$ cat src/rtl/hmove_entry_ctrl_if.sv
// Move-entry bus between the switch/button front end, hmove_entry_ctrl and the game FSM.
// Optional moveCount exists only when MOVE_COUNT_EN is defined.
interface hmove_entry_ctrl_if;
  logic [3:0] sw;
  logic       enter;
  logic [3:0] cMove;
  logic       win;
  logic [3:0] hMove;
  logic       moveValid;
  logic       illegal;
  logic [8:0] board_h;
  logic [8:0] board_c;
  logic       gameOver;
`ifdef MOVE_COUNT_EN
  logic [3:0] moveCount;
`endif

  // Drives raw inputs and the FSM reply, observes the controller outputs
  modport master (
    output sw, enter, cMove, win,
    input  hMove, moveValid, illegal, board_h, board_c, gameOver
`ifdef MOVE_COUNT_EN
    , input moveCount
`endif
  );

  // The controller itself
  modport slave (
    input  sw, enter, cMove, win,
    output hMove, moveValid, illegal, board_h, board_c, gameOver
`ifdef MOVE_COUNT_EN
    , output moveCount
`endif
  );
endinterface

$ cat src/rtl/hmove_entry_ctrl.sv
// Human move entry for the tic-tac-toe player: enter sync/debounce, move legality against a local
// board copy, cMove capture and game-over stop. Define MOVE_COUNT_EN to add the moveCount output.
module hmove_entry_ctrl #(
  parameter int unsigned SYNC_STAGES     = 2,
  parameter int unsigned DEBOUNCE_CYCLES = 16
) (
  input logic              clock,
  input logic              reset,
  hmove_entry_ctrl_if.slave bus
);

  localparam int unsigned CNT_W = $clog2(DEBOUNCE_CYCLES + 1);

  typedef enum logic [2:0] {
    S_INIT, S_IDLE, S_CHECK, S_COMMIT, S_CMWAIT, S_CMCAP, S_WAIT_REL, S_DONE
  } state_e;

  state_e                 state_q, state_d;
  logic [SYNC_STAGES-1:0] sync_q;
  logic [CNT_W-1:0]       cnt_q, cnt_d;
  logic                   deb_q, deb_d, deb_d1_q;
  logic                   sync_lvl, press;
  logic [3:0]             cand_q, cand_d;
  logic [3:0]             hmove_q, hmove_d;
  logic                   valid_q, valid_d;
  logic                   illegal_q, illegal_d;
  logic [8:0]             bh_q, bh_d;
  logic [8:0]             bc_q, bc_d;
  logic [8:0]             bc_next;
  logic                   go_q, go_d;
  logic [8:0]             mask_cand, mask_cmove;

  // One-hot cell mask; zero for anything outside 1..9
  function automatic logic [8:0] cell_mask(input logic [3:0] c);
    logic [8:0] m;
    m = '0;
    if (c >= 4'd1 && c <= 4'd9) m = 9'd1 << (c - 4'd1);
    return m;
  endfunction

  assign sync_lvl   = sync_q[SYNC_STAGES-1];
  assign press      = deb_q & ~deb_d1_q;
  assign mask_cand  = cell_mask(cand_q);
  assign mask_cmove = cell_mask(bus.cMove);

  // Debounce: level flips only after DEBOUNCE_CYCLES consecutive disagreeing cycles
  always_comb begin
    cnt_d = '0;
    deb_d = deb_q;
    if (sync_lvl != deb_q) begin
      if (cnt_q == CNT_W'(DEBOUNCE_CYCLES - 1)) begin
        deb_d = sync_lvl;
      end else begin
        cnt_d = cnt_q + CNT_W'(1);
      end
    end
  end

`ifdef MOVE_COUNT_EN
  logic [3:0] mc_q, mc_d;
  assign bus.moveCount = mc_q;
`endif

  always_comb begin
    state_d   = state_q;
    cand_d    = cand_q;
    hmove_d   = hmove_q;
    valid_d   = 1'b0;
    illegal_d = illegal_q;
    bh_d      = bh_q;
    bc_d      = bc_q;
    bc_next   = bc_q;
    go_d      = go_q;
`ifdef MOVE_COUNT_EN
    mc_d      = mc_q;
`endif
    unique case (state_q)
      S_INIT: begin
        bc_d    = bc_q | mask_cmove;
        state_d = S_IDLE;
      end
      S_IDLE: begin
        if (press) begin
          cand_d  = bus.sw;
          state_d = S_CHECK;
        end
      end
      S_CHECK: begin
        if (mask_cand != 9'd0 && ((bh_q | bc_q) & mask_cand) == 9'd0) begin
          state_d = S_COMMIT;
        end else begin
          illegal_d = 1'b1;
          state_d   = S_WAIT_REL;
        end
      end
      S_COMMIT: begin
        hmove_d   = cand_q;
        bh_d      = bh_q | mask_cand;
        illegal_d = 1'b0;
        valid_d   = 1'b1;
`ifdef MOVE_COUNT_EN
        if (mc_q != 4'd9) mc_d = mc_q + 4'd1;
`endif
        state_d   = S_CMWAIT;
      end
      S_CMWAIT: state_d = S_CMCAP;
      S_CMCAP: begin
        // A zero or already-occupied reply leaves the computer board alone
        if (((bh_q | bc_q) & mask_cmove) == 9'd0) bc_next = bc_q | mask_cmove;
        bc_d = bc_next;
        if (bus.win || (bh_q | bc_next) == 9'h1FF) begin
          go_d    = 1'b1;
          state_d = S_DONE;
        end else begin
          state_d = S_WAIT_REL;
        end
      end
      S_WAIT_REL: begin
        if (!deb_q) state_d = S_IDLE;
      end
      S_DONE: state_d = S_DONE;
      default: state_d = S_INIT;
    endcase
  end

  always_ff @(posedge clock or negedge reset) begin
    if (!reset) begin
      state_q   <= S_INIT;
      sync_q    <= '0;
      cnt_q     <= '0;
      deb_q     <= 1'b0;
      deb_d1_q  <= 1'b0;
      cand_q    <= '0;
      hmove_q   <= '0;
      valid_q   <= 1'b0;
      illegal_q <= 1'b0;
      bh_q      <= '0;
      bc_q      <= '0;
      go_q      <= 1'b0;
`ifdef MOVE_COUNT_EN
      mc_q      <= '0;
`endif
    end else begin
      state_q   <= state_d;
      sync_q    <= {sync_q[SYNC_STAGES-2:0], bus.enter};
      cnt_q     <= cnt_d;
      deb_q     <= deb_d;
      deb_d1_q  <= deb_q;
      cand_q    <= cand_d;
      hmove_q   <= hmove_d;
      valid_q   <= valid_d;
      illegal_q <= illegal_d;
      bh_q      <= bh_d;
      bc_q      <= bc_d;
      go_q      <= go_d;
`ifdef MOVE_COUNT_EN
      mc_q      <= mc_d;
`endif
    end
  end

  assign bus.hMove     = hmove_q;
  assign bus.moveValid = valid_q;
  assign bus.illegal   = illegal_q;
  assign bus.board_h   = bh_q;
  assign bus.board_c   = bc_q;
  assign bus.gameOver  = go_q;

endmodule

$ cat src/flat_wrapper.sv
// flat-port wrapper written by rule: the top's interface ports become plain ports
module hmove_entry_ctrl_flat 
#(
  parameter int unsigned SYNC_STAGES     = 2,
  parameter int unsigned DEBOUNCE_CYCLES = 16
)
  (clock, reset, bus_sw, bus_enter, bus_cMove, bus_win, bus_hMove, bus_moveValid, bus_illegal, bus_board_h, bus_board_c, bus_gameOver);
  hmove_entry_ctrl_if bus_i ();
  input logic clock;
  input logic reset;
  input wire logic [$bits(bus_i.sw)-1:0] bus_sw;
  input wire logic [$bits(bus_i.enter)-1:0] bus_enter;
  input wire logic [$bits(bus_i.cMove)-1:0] bus_cMove;
  input wire logic [$bits(bus_i.win)-1:0] bus_win;
  output wire logic [$bits(bus_i.hMove)-1:0] bus_hMove;
  output wire logic [$bits(bus_i.moveValid)-1:0] bus_moveValid;
  output wire logic [$bits(bus_i.illegal)-1:0] bus_illegal;
  output wire logic [$bits(bus_i.board_h)-1:0] bus_board_h;
  output wire logic [$bits(bus_i.board_c)-1:0] bus_board_c;
  output wire logic [$bits(bus_i.gameOver)-1:0] bus_gameOver;
  assign bus_i.sw = bus_sw;
  assign bus_i.enter = bus_enter;
  assign bus_i.cMove = bus_cMove;
  assign bus_i.win = bus_win;
  assign bus_hMove = bus_i.hMove;
  assign bus_moveValid = bus_i.moveValid;
  assign bus_illegal = bus_i.illegal;
  assign bus_board_h = bus_i.board_h;
  assign bus_board_c = bus_i.board_c;
  assign bus_gameOver = bus_i.gameOver;
  hmove_entry_ctrl #(.SYNC_STAGES(SYNC_STAGES), .DEBOUNCE_CYCLES(DEBOUNCE_CYCLES)) u_core (.clock(clock), .reset(reset), .bus(bus_i));
endmodule
$ cat config.mk
export PLATFORM = sky130hd
export DESIGN_NAME = hmove_entry_ctrl_flat
export DESIGN_NICKNAME = d
export VERILOG_FILES = /design/src/rtl/hmove_entry_ctrl_if.sv /design/src/rtl/hmove_entry_ctrl.sv /design/src/flat_wrapper.sv
export SDC_FILE = /design/constraint.sdc
export NUM_CORES = 1
export LEC_CHECK = 0
export ABC_CLOCK_PERIOD_IN_PS = 7800
export BUFFER_PORTS_ARGS = -buffer_cell sky130_fd_sc_hd__buf_2
export CAP_MARGIN = 10
export CORE_ASPECT_RATIO = 0.5
export CORE_MARGIN = 2
export CORE_UTILIZATION = 59
export CTS_CLUSTER_DIAMETER = 100
export CTS_CLUSTER_SIZE = 28
export DETAILED_ROUTE_END_ITERATION = 8
export PLACE_DENSITY = 0.94
export SLEW_MARGIN = 20
export SYNTH_ARGS = -nofsm -noshare
export SYNTH_HDL_FRONTEND = slang
export SYNTH_SLANG_ARGS = --single-unit
$ cat constraint.sdc
create_clock -name clock -period 7.8 [get_ports clock]
set_clock_uncertainty 0.2 [all_clocks]
set_input_delay 1.17 -clock clock [delete_from_list [all_inputs] [get_ports clock]]
set_output_delay 1.17 -clock clock [all_outputs]
set_load 0.05 [all_outputs]
==> results of run 1 <==
-- final cells by class --
type                       instances  share of cell area [%]
sequential                        41                   42.44
clock inverter                     3                   1.190
clock buffer                       5                   2.847
multi-input combinational        153                   42.03
timing repair buffer              36                   7.453
inverter                           9                   1.398
tap                               51                   2.640
-- path summary, 6_finish.rpt --
check	cells after the start	startpoint	to
worst max-delay path	9	bus_cMove[1]	u_core.bus.board_c[2]
min in group asynchronous	1	reset	u_core.sync_q[0]
worst min-delay path	0	u_core.sync_q[0]	u_core.sync_q[1]
worst max register to register	9	u_core.cand_q[1]	u_core.state_q[2]
max in group asynchronous	1	reset	u_core.bus.hMove[1]
worst min register to register	0	u_core.sync_q[0]	u_core.sync_q[1]
-- power by group --
| group | leakage, nW | internal (W) | switching, W |
|---|---|---|---|
| clock network | 0.0511 | 0.0000676 | 0.0000880 |
| registers | 0.519 | 0.000278 | 0.0000732 |
| logic | 0.644 | 0.000136 | 0.000351 |
-- flip-flops by register name, summed over array words and instances, names as in the netlist --
register	count
u_core.deb_q	1
u_core.bus.moveValid	1
u_core.bus.board_h	9
u_core.deb_d1_q	1
u_core.bus.gameOver	1
u_core.state_q	3
u_core.bus.board_c	9
u_core.sync_q	2
u_core.bus.illegal	1
u_core.cand_q	4
u_core.cnt_q	5
u_core.bus.hMove	4
-- cell usage after synthesis (all sizes together), types with 4 or more instances --
| library cell | number | area share [%] |
|---|---|---|
| a21o | 8 | 2.8 |
| a21oi | 5 | 1.2 |
| a31o | 8 | 3.3 |
| a31oi | 4 | 1.2 |
| a41oi | 4 | 1.6 |
| and2 | 4 | 1.2 |
| buf | 4 | 1.6 |
| clkbuf | 4 | 0.71 |
| dfrtp | 41 | 48 |
| ha | 5 | 2.9 |
| inv | 8 | 1.4 |
| mux2 | 6 | 3.2 |
| nand2 | 16 | 2.8 |
| nand3 | 6 | 1.4 |
| nand4 | 4 | 1.2 |
| nor2 | 24 | 4.4 |
| nor2b | 7 | 2.1 |
| nor3 | 6 | 1.6 |
| o21ai | 12 | 2.8 |
-- per-layer routing --
metal / vias to the layer above / GRT usage, %
li1: 840 / -
met1: 862 / 37.60
met2: 84 / 43.73
met3: 13 / 7.168
met4: 0 / 10.30
met5: - / 0
-- worst max-delay path, delay by kind of cell --
kind | cells | cell delay (ns)
adder cells (fa/ha/maj) | 1 | 0.49
AO/OA/AOI/OAI | 3 | 0.59
buffers and inverters | 1 | 0.20
AND/OR/NAND/NOR | 4 | 1.00
-- cells by family (layout without fill, tap and decap cells) --
logic type      count (synthesis)  in the layout
fa+ha+maj                       5              5
simple gates                   81             81
xor+xnor                        5              5
compound gates                 56             56
flops                          41             41
mux                             6              6
buf+inv                        17             53
-- stage by stage --
| stage | hold WS [ns] | total power, W |
|---|---|---|
| after floorplan | 0.1312 | 0.0007095 |
| after global placement | 0.1350 | 0.0008229 |
| after detailed placement | 0.1459 | 0.0008353 |
| after CTS | 0.1680 | 0.0009942 |
| after global routing | 0.1736 | 0.001052 |
| final | 0.1649 | 0.0009941 |
==> impl_metrics.ini, run 1 <==
[cells_and_area]
final_cell_mix = dfrtp_1 (41), buf_2 (36), nor2_1 (23)
fin_area_mm2 = 0.002417
layout_commonest_cell = dfrtp_1
diodes = 0
final_util_pct = 70.38
regArea_mm2 = 0.001026
stdcell_count = 298
nFillCells = 258
multiInputGateArea_mm2 = 0.001016
drive_gt1_share_pct = 24.70
nNetsFinal = 263
syn2layout_area_growth_pct = 13.71

[clocking]
cts_sinks = 41
insertion_delay_ns = 0.30
clock_path_buffers = 2
path_clk_slew_ns = 0.09
cts_resized = 0
cts_tree = yes
htreeDepth = 2
postCtsSetupRepairBufs = 0
hold_buffers = 0
cts_buffers = 5
root_buffer = clkbuf_8

[synth]
synth-simple-area-share_pct = 20.01
synth_top_family_by_area = simple AND/OR/NAND/NOR gates
synth_xor_area_share_pct = 2.060
synthesis.nets = 228
synthCells = 211
yosysSeqAreaShare_pct = 48.26
synth_flop_cell = dfrtp_1
synth_compound_area_share_pct = 19.60
synthArstFlopShare_pct = 100.0
synthMuxAreaShare_pct = 3.178
synth-edff-count = 0
synth_warnings = 0
syn_area_mm2 = 0.002126
synth-seq-cells = 41
ys_types = 50
avgSynthCellArea_um2 = 10.07
synth_fa_ha_area_share_pct = 2.943

[outcome]
status = complete, no violations

[place]
placed_area_mm2 = 0.002320
routabilityCongestion = 0.8706
post-place-cells = 290
port_buffers = 36
hpwlAfterDp_um = 3603
pre_cts_ws_ns = 4.032

[route]
num_vias = 1799
topRoutingLayerUsed = met4
wl_per_cell_um = 16.86
via_per_inst = 6.037
antenna_left = 0
route.met3.wl_um = 390
route.detailed.drc = 0
firstDrtPassIters = 4
wl_met2_um = 2363
wirelength_um = 5025
wl_met1_um = 2202
drt_iter0_drc = 130

[floorplan]
start_util_pct = 61.89
dieArea_mm2 = 0.004129
num_rows = 15
fp.dieW_um = 88.89
ioPinCount = 37
core-area_mm2 = 0.003435
die_h_um = 46.45

[global_routing]
grt-ovfl-total = 0
grt_max_degree = 42
grt_antenna_before_repair = 0
grt_pass1_wl_um = 8307
track_usage_pct = 27.76
grt_pass1_vias = 1692

[setup_path]
critPathMaxFanout = 13
criticalPathCategory = input pin to flip-flop
cp-start-kind = input pin
timing.critical_path.slowest_cell_delay_ns = 0.50
crit_slowest_cell = nor4bb_1
worstPathArrival_ns = 3.47
cp_cell_sequence = buf_2 -> nor2_1 -> ha_1 -> nor4bb_1 -> nor2b_1 -> a211oi_4 -> a41oi_1 -> nor2_2 -> a41o_1
cp.required_ns = 7.80
cp-end-kind = flip-flop
rrSetupSlack_ns = 5.07

[timing]
period_share_pct = 44.50
rsz0062_at_grt = false
fmax_mhz = 288.1
finalSetupTns_ns = 0
setup_viol = 0
relSlewSlack_pct = 40.71
worst_pin_slew_ns = 0.8894
worst_slack_ns = 4.329
fin_crit_ns = 3.471
hold_violations = 0
drv_slew = 0

[min_path]
hp-class = flip-flop to flip-flop

[power_and_ir_drop]
power_leakage_nw = 1.214
vdd_ir_drop_max_v = 0.0001965
p_per_area_mw_per_mm2 = 411.2

[run]
maxCapViolCount = 0
(Power assumes the default switching activity.)
==> run 2: changes to the inputs <==
Settings changed: ABC_CLOCK_PERIOD_IN_PS 7800 to 2850, CORE_UTILIZATION 59 to 50, PLACE_DENSITY 0.94 to 0.86.
Clock period 7.8 ns to 2.85 ns, I/O delays scaled along.
==> run 2 against run 1 <==
Power grew to 2.7 times the previous value. Sequential share of layout area is 0.69 points lower. Hold slack worse by 0.14 ns. Worst setup slack worse by 4.1 ns. Via count is 3.2% higher. Critical path depth is 1 higher. First-iteration DRC count is 15% lower. Sequential power grew to 2.7 times the previous value. Final cell count is 2.7% higher. Utilization is 8.7 points lower. Design area is 1.7% higher. Highest routed layer unchanged.
==> impl_metrics.ini, run 2 (same netlist as run 1, synthesis figures left out) <==
[cells_and_area]
syn2layout_area_growth_pct = 15.60
drive_gt1_share_pct = 26.19
diodes = 0
final_cell_mix = dfrtp_1 (41), buf_2 (36), nor2_1 (23)
layout_commonest_cell = dfrtp_1
nNetsFinal = 268
nFillCells = 321

[setup_path]
rr_startpoint = u_core.cand_q[0]
worstSetupStartpoint = bus_cMove[1]
criticalPathCategory = input pin to flip-flop
critPathMaxFanout = 9
cp.required_ns = 2.86
worstPathArrival_ns = 2.63
cp-end-kind = flip-flop
cp-start-kind = input pin

[timing]
worst_slack_ns = 0.2358
fin_crit_ns = 2.614
fmax_mhz = 382.5
drv_slew = 0
hold_slack_ns = 0.02210
period_share_pct = 91.73
relSlewSlack_pct = 40.46
setup_viol = 0
hold_violations = 0
worst_pin_slew_ns = 0.8931
rsz0062_at_grt = false

[floorplan]
num_rows = 16
dieArea_mm2 = 0.004821
start_util_pct = 53.36
core-area_mm2 = 0.003984
fp.dieW_um = 96.21
die_h_um = 50.11
ioPinCount = 37

[place]
pre_cts_ws_ns = -0.04088
hpwlAfterDp_um = 3623
port_buffers = 36
routabilityCongestion = 0.9073

[route]
antenna_left = 0
wl_per_cell_um = 16.63
via_per_inst = 6.065
drt_iter0_drc = 110
wirelength_um = 5088
num_vias = 1856
route.detailed.drc = 0
firstDrtPassIters = 5

[min_path]
hp-class = input pin to flip-flop
min_from = bus_enter

[global_routing]
grt_max_degree = 42
grt_pass1_wl_um = 8473
grt_pass1_vias = 1790
grt-ovfl-total = 0
grt_antenna_before_repair = 0
track_usage_pct = 23.80

[power_and_ir_drop]
power_leakage_nw = 1.239
p_per_area_mw_per_mm2 = 1097
vdd_ir_drop_max_v = 0.0005184

[clocking]
htreeDepth = 2
cts_buffers = 5
insertion_delay_ns = 0.30
path_clk_slew_ns = 0.08
clock_path_buffers = 2
postCtsSetupRepairBufs = 0
root_buffer = clkbuf_8
hold_buffers = 0
cts_sinks = 41
cts_resized = 0
cts_tree = yes

[outcome]
status = complete, no violations

[run]
maxCapViolCount = 0
run 2: metal layers:
metal | vias up | global-route usage (%) | routed length [µm]
met1 | 921 | 31.82 | 2180
met5 | - | 0 | 0
li1 | 845 | - | -
met3 | 7 | 7.034 | 431
met2 | 83 | 36.57 | 2387
met4 | 0 | 9.048 | 89
run 2: power breakdown:
group	leakage [nW]	internal [W]	switching, W	total [W]
Clock	0.0512	0.000196	0.000211	0.000408
Sequential	0.519	0.000762	0.000195	0.000958
Combinational	0.669	0.000378	0.000952	0.00133
Total	1.24	0.00134	0.00136	0.00270
run 2: through the flow:
step                      TNS [ns]  std cells  power (W)  util (%)  area, µm²
after floorplan                  0        211   0.001942         -       2126
after global placement           0        298   0.002253     59.27       2361
after detailed placement  -0.05519        298   0.002287     59.27       2361
after CTS                        0        306   0.002701     61.68       2457
after global routing             0        306   0.002851     61.68       2457
final                            0        306   0.002695     61.68       2457
run 2: critical path: stages:
cell,delay (ns)
buf_2,0.10
nor2_1,0.14
ha_1,0.35
nand4bb_1,0.17
o22ai_1,0.14
a211oi_4,0.36
a41oi_1,0.16
a2111oi_0,0.42
nand4_1,0.21
o211ai_1,0.15
run 2: path summary, 6_finish.rpt:
check	endpoint	slack (ns)	cells past startpoint
max in group asynchronous	u_core.bus.board_c[6]	1.84	1
worst min-delay path	u_core.sync_q[0]	0.02	1
worst min register to register	u_core.sync_q[1]	0.16	0
min in group asynchronous	u_core.cnt_q[2]	0.05	1
worst max-delay path	u_core.state_q[0]	0.24	10
worst max register to register	u_core.state_q[0]	0.40	9
run 2: final cells by class:
class | count | area [µm²] | share of cell area [%]
clock inverters | 2 | 13.76 | 0.5601
inverters | 9 | 33.78 | 1.375
repair buffers | 41 | 217.7 | 8.859
flip-flops and latches | 41 | 1026 | 41.75
multi-input cells | 153 | 1016 | 41.34
well taps | 54 | 67.56 | 2.749
clock buffers | 6 | 82.58 | 3.360
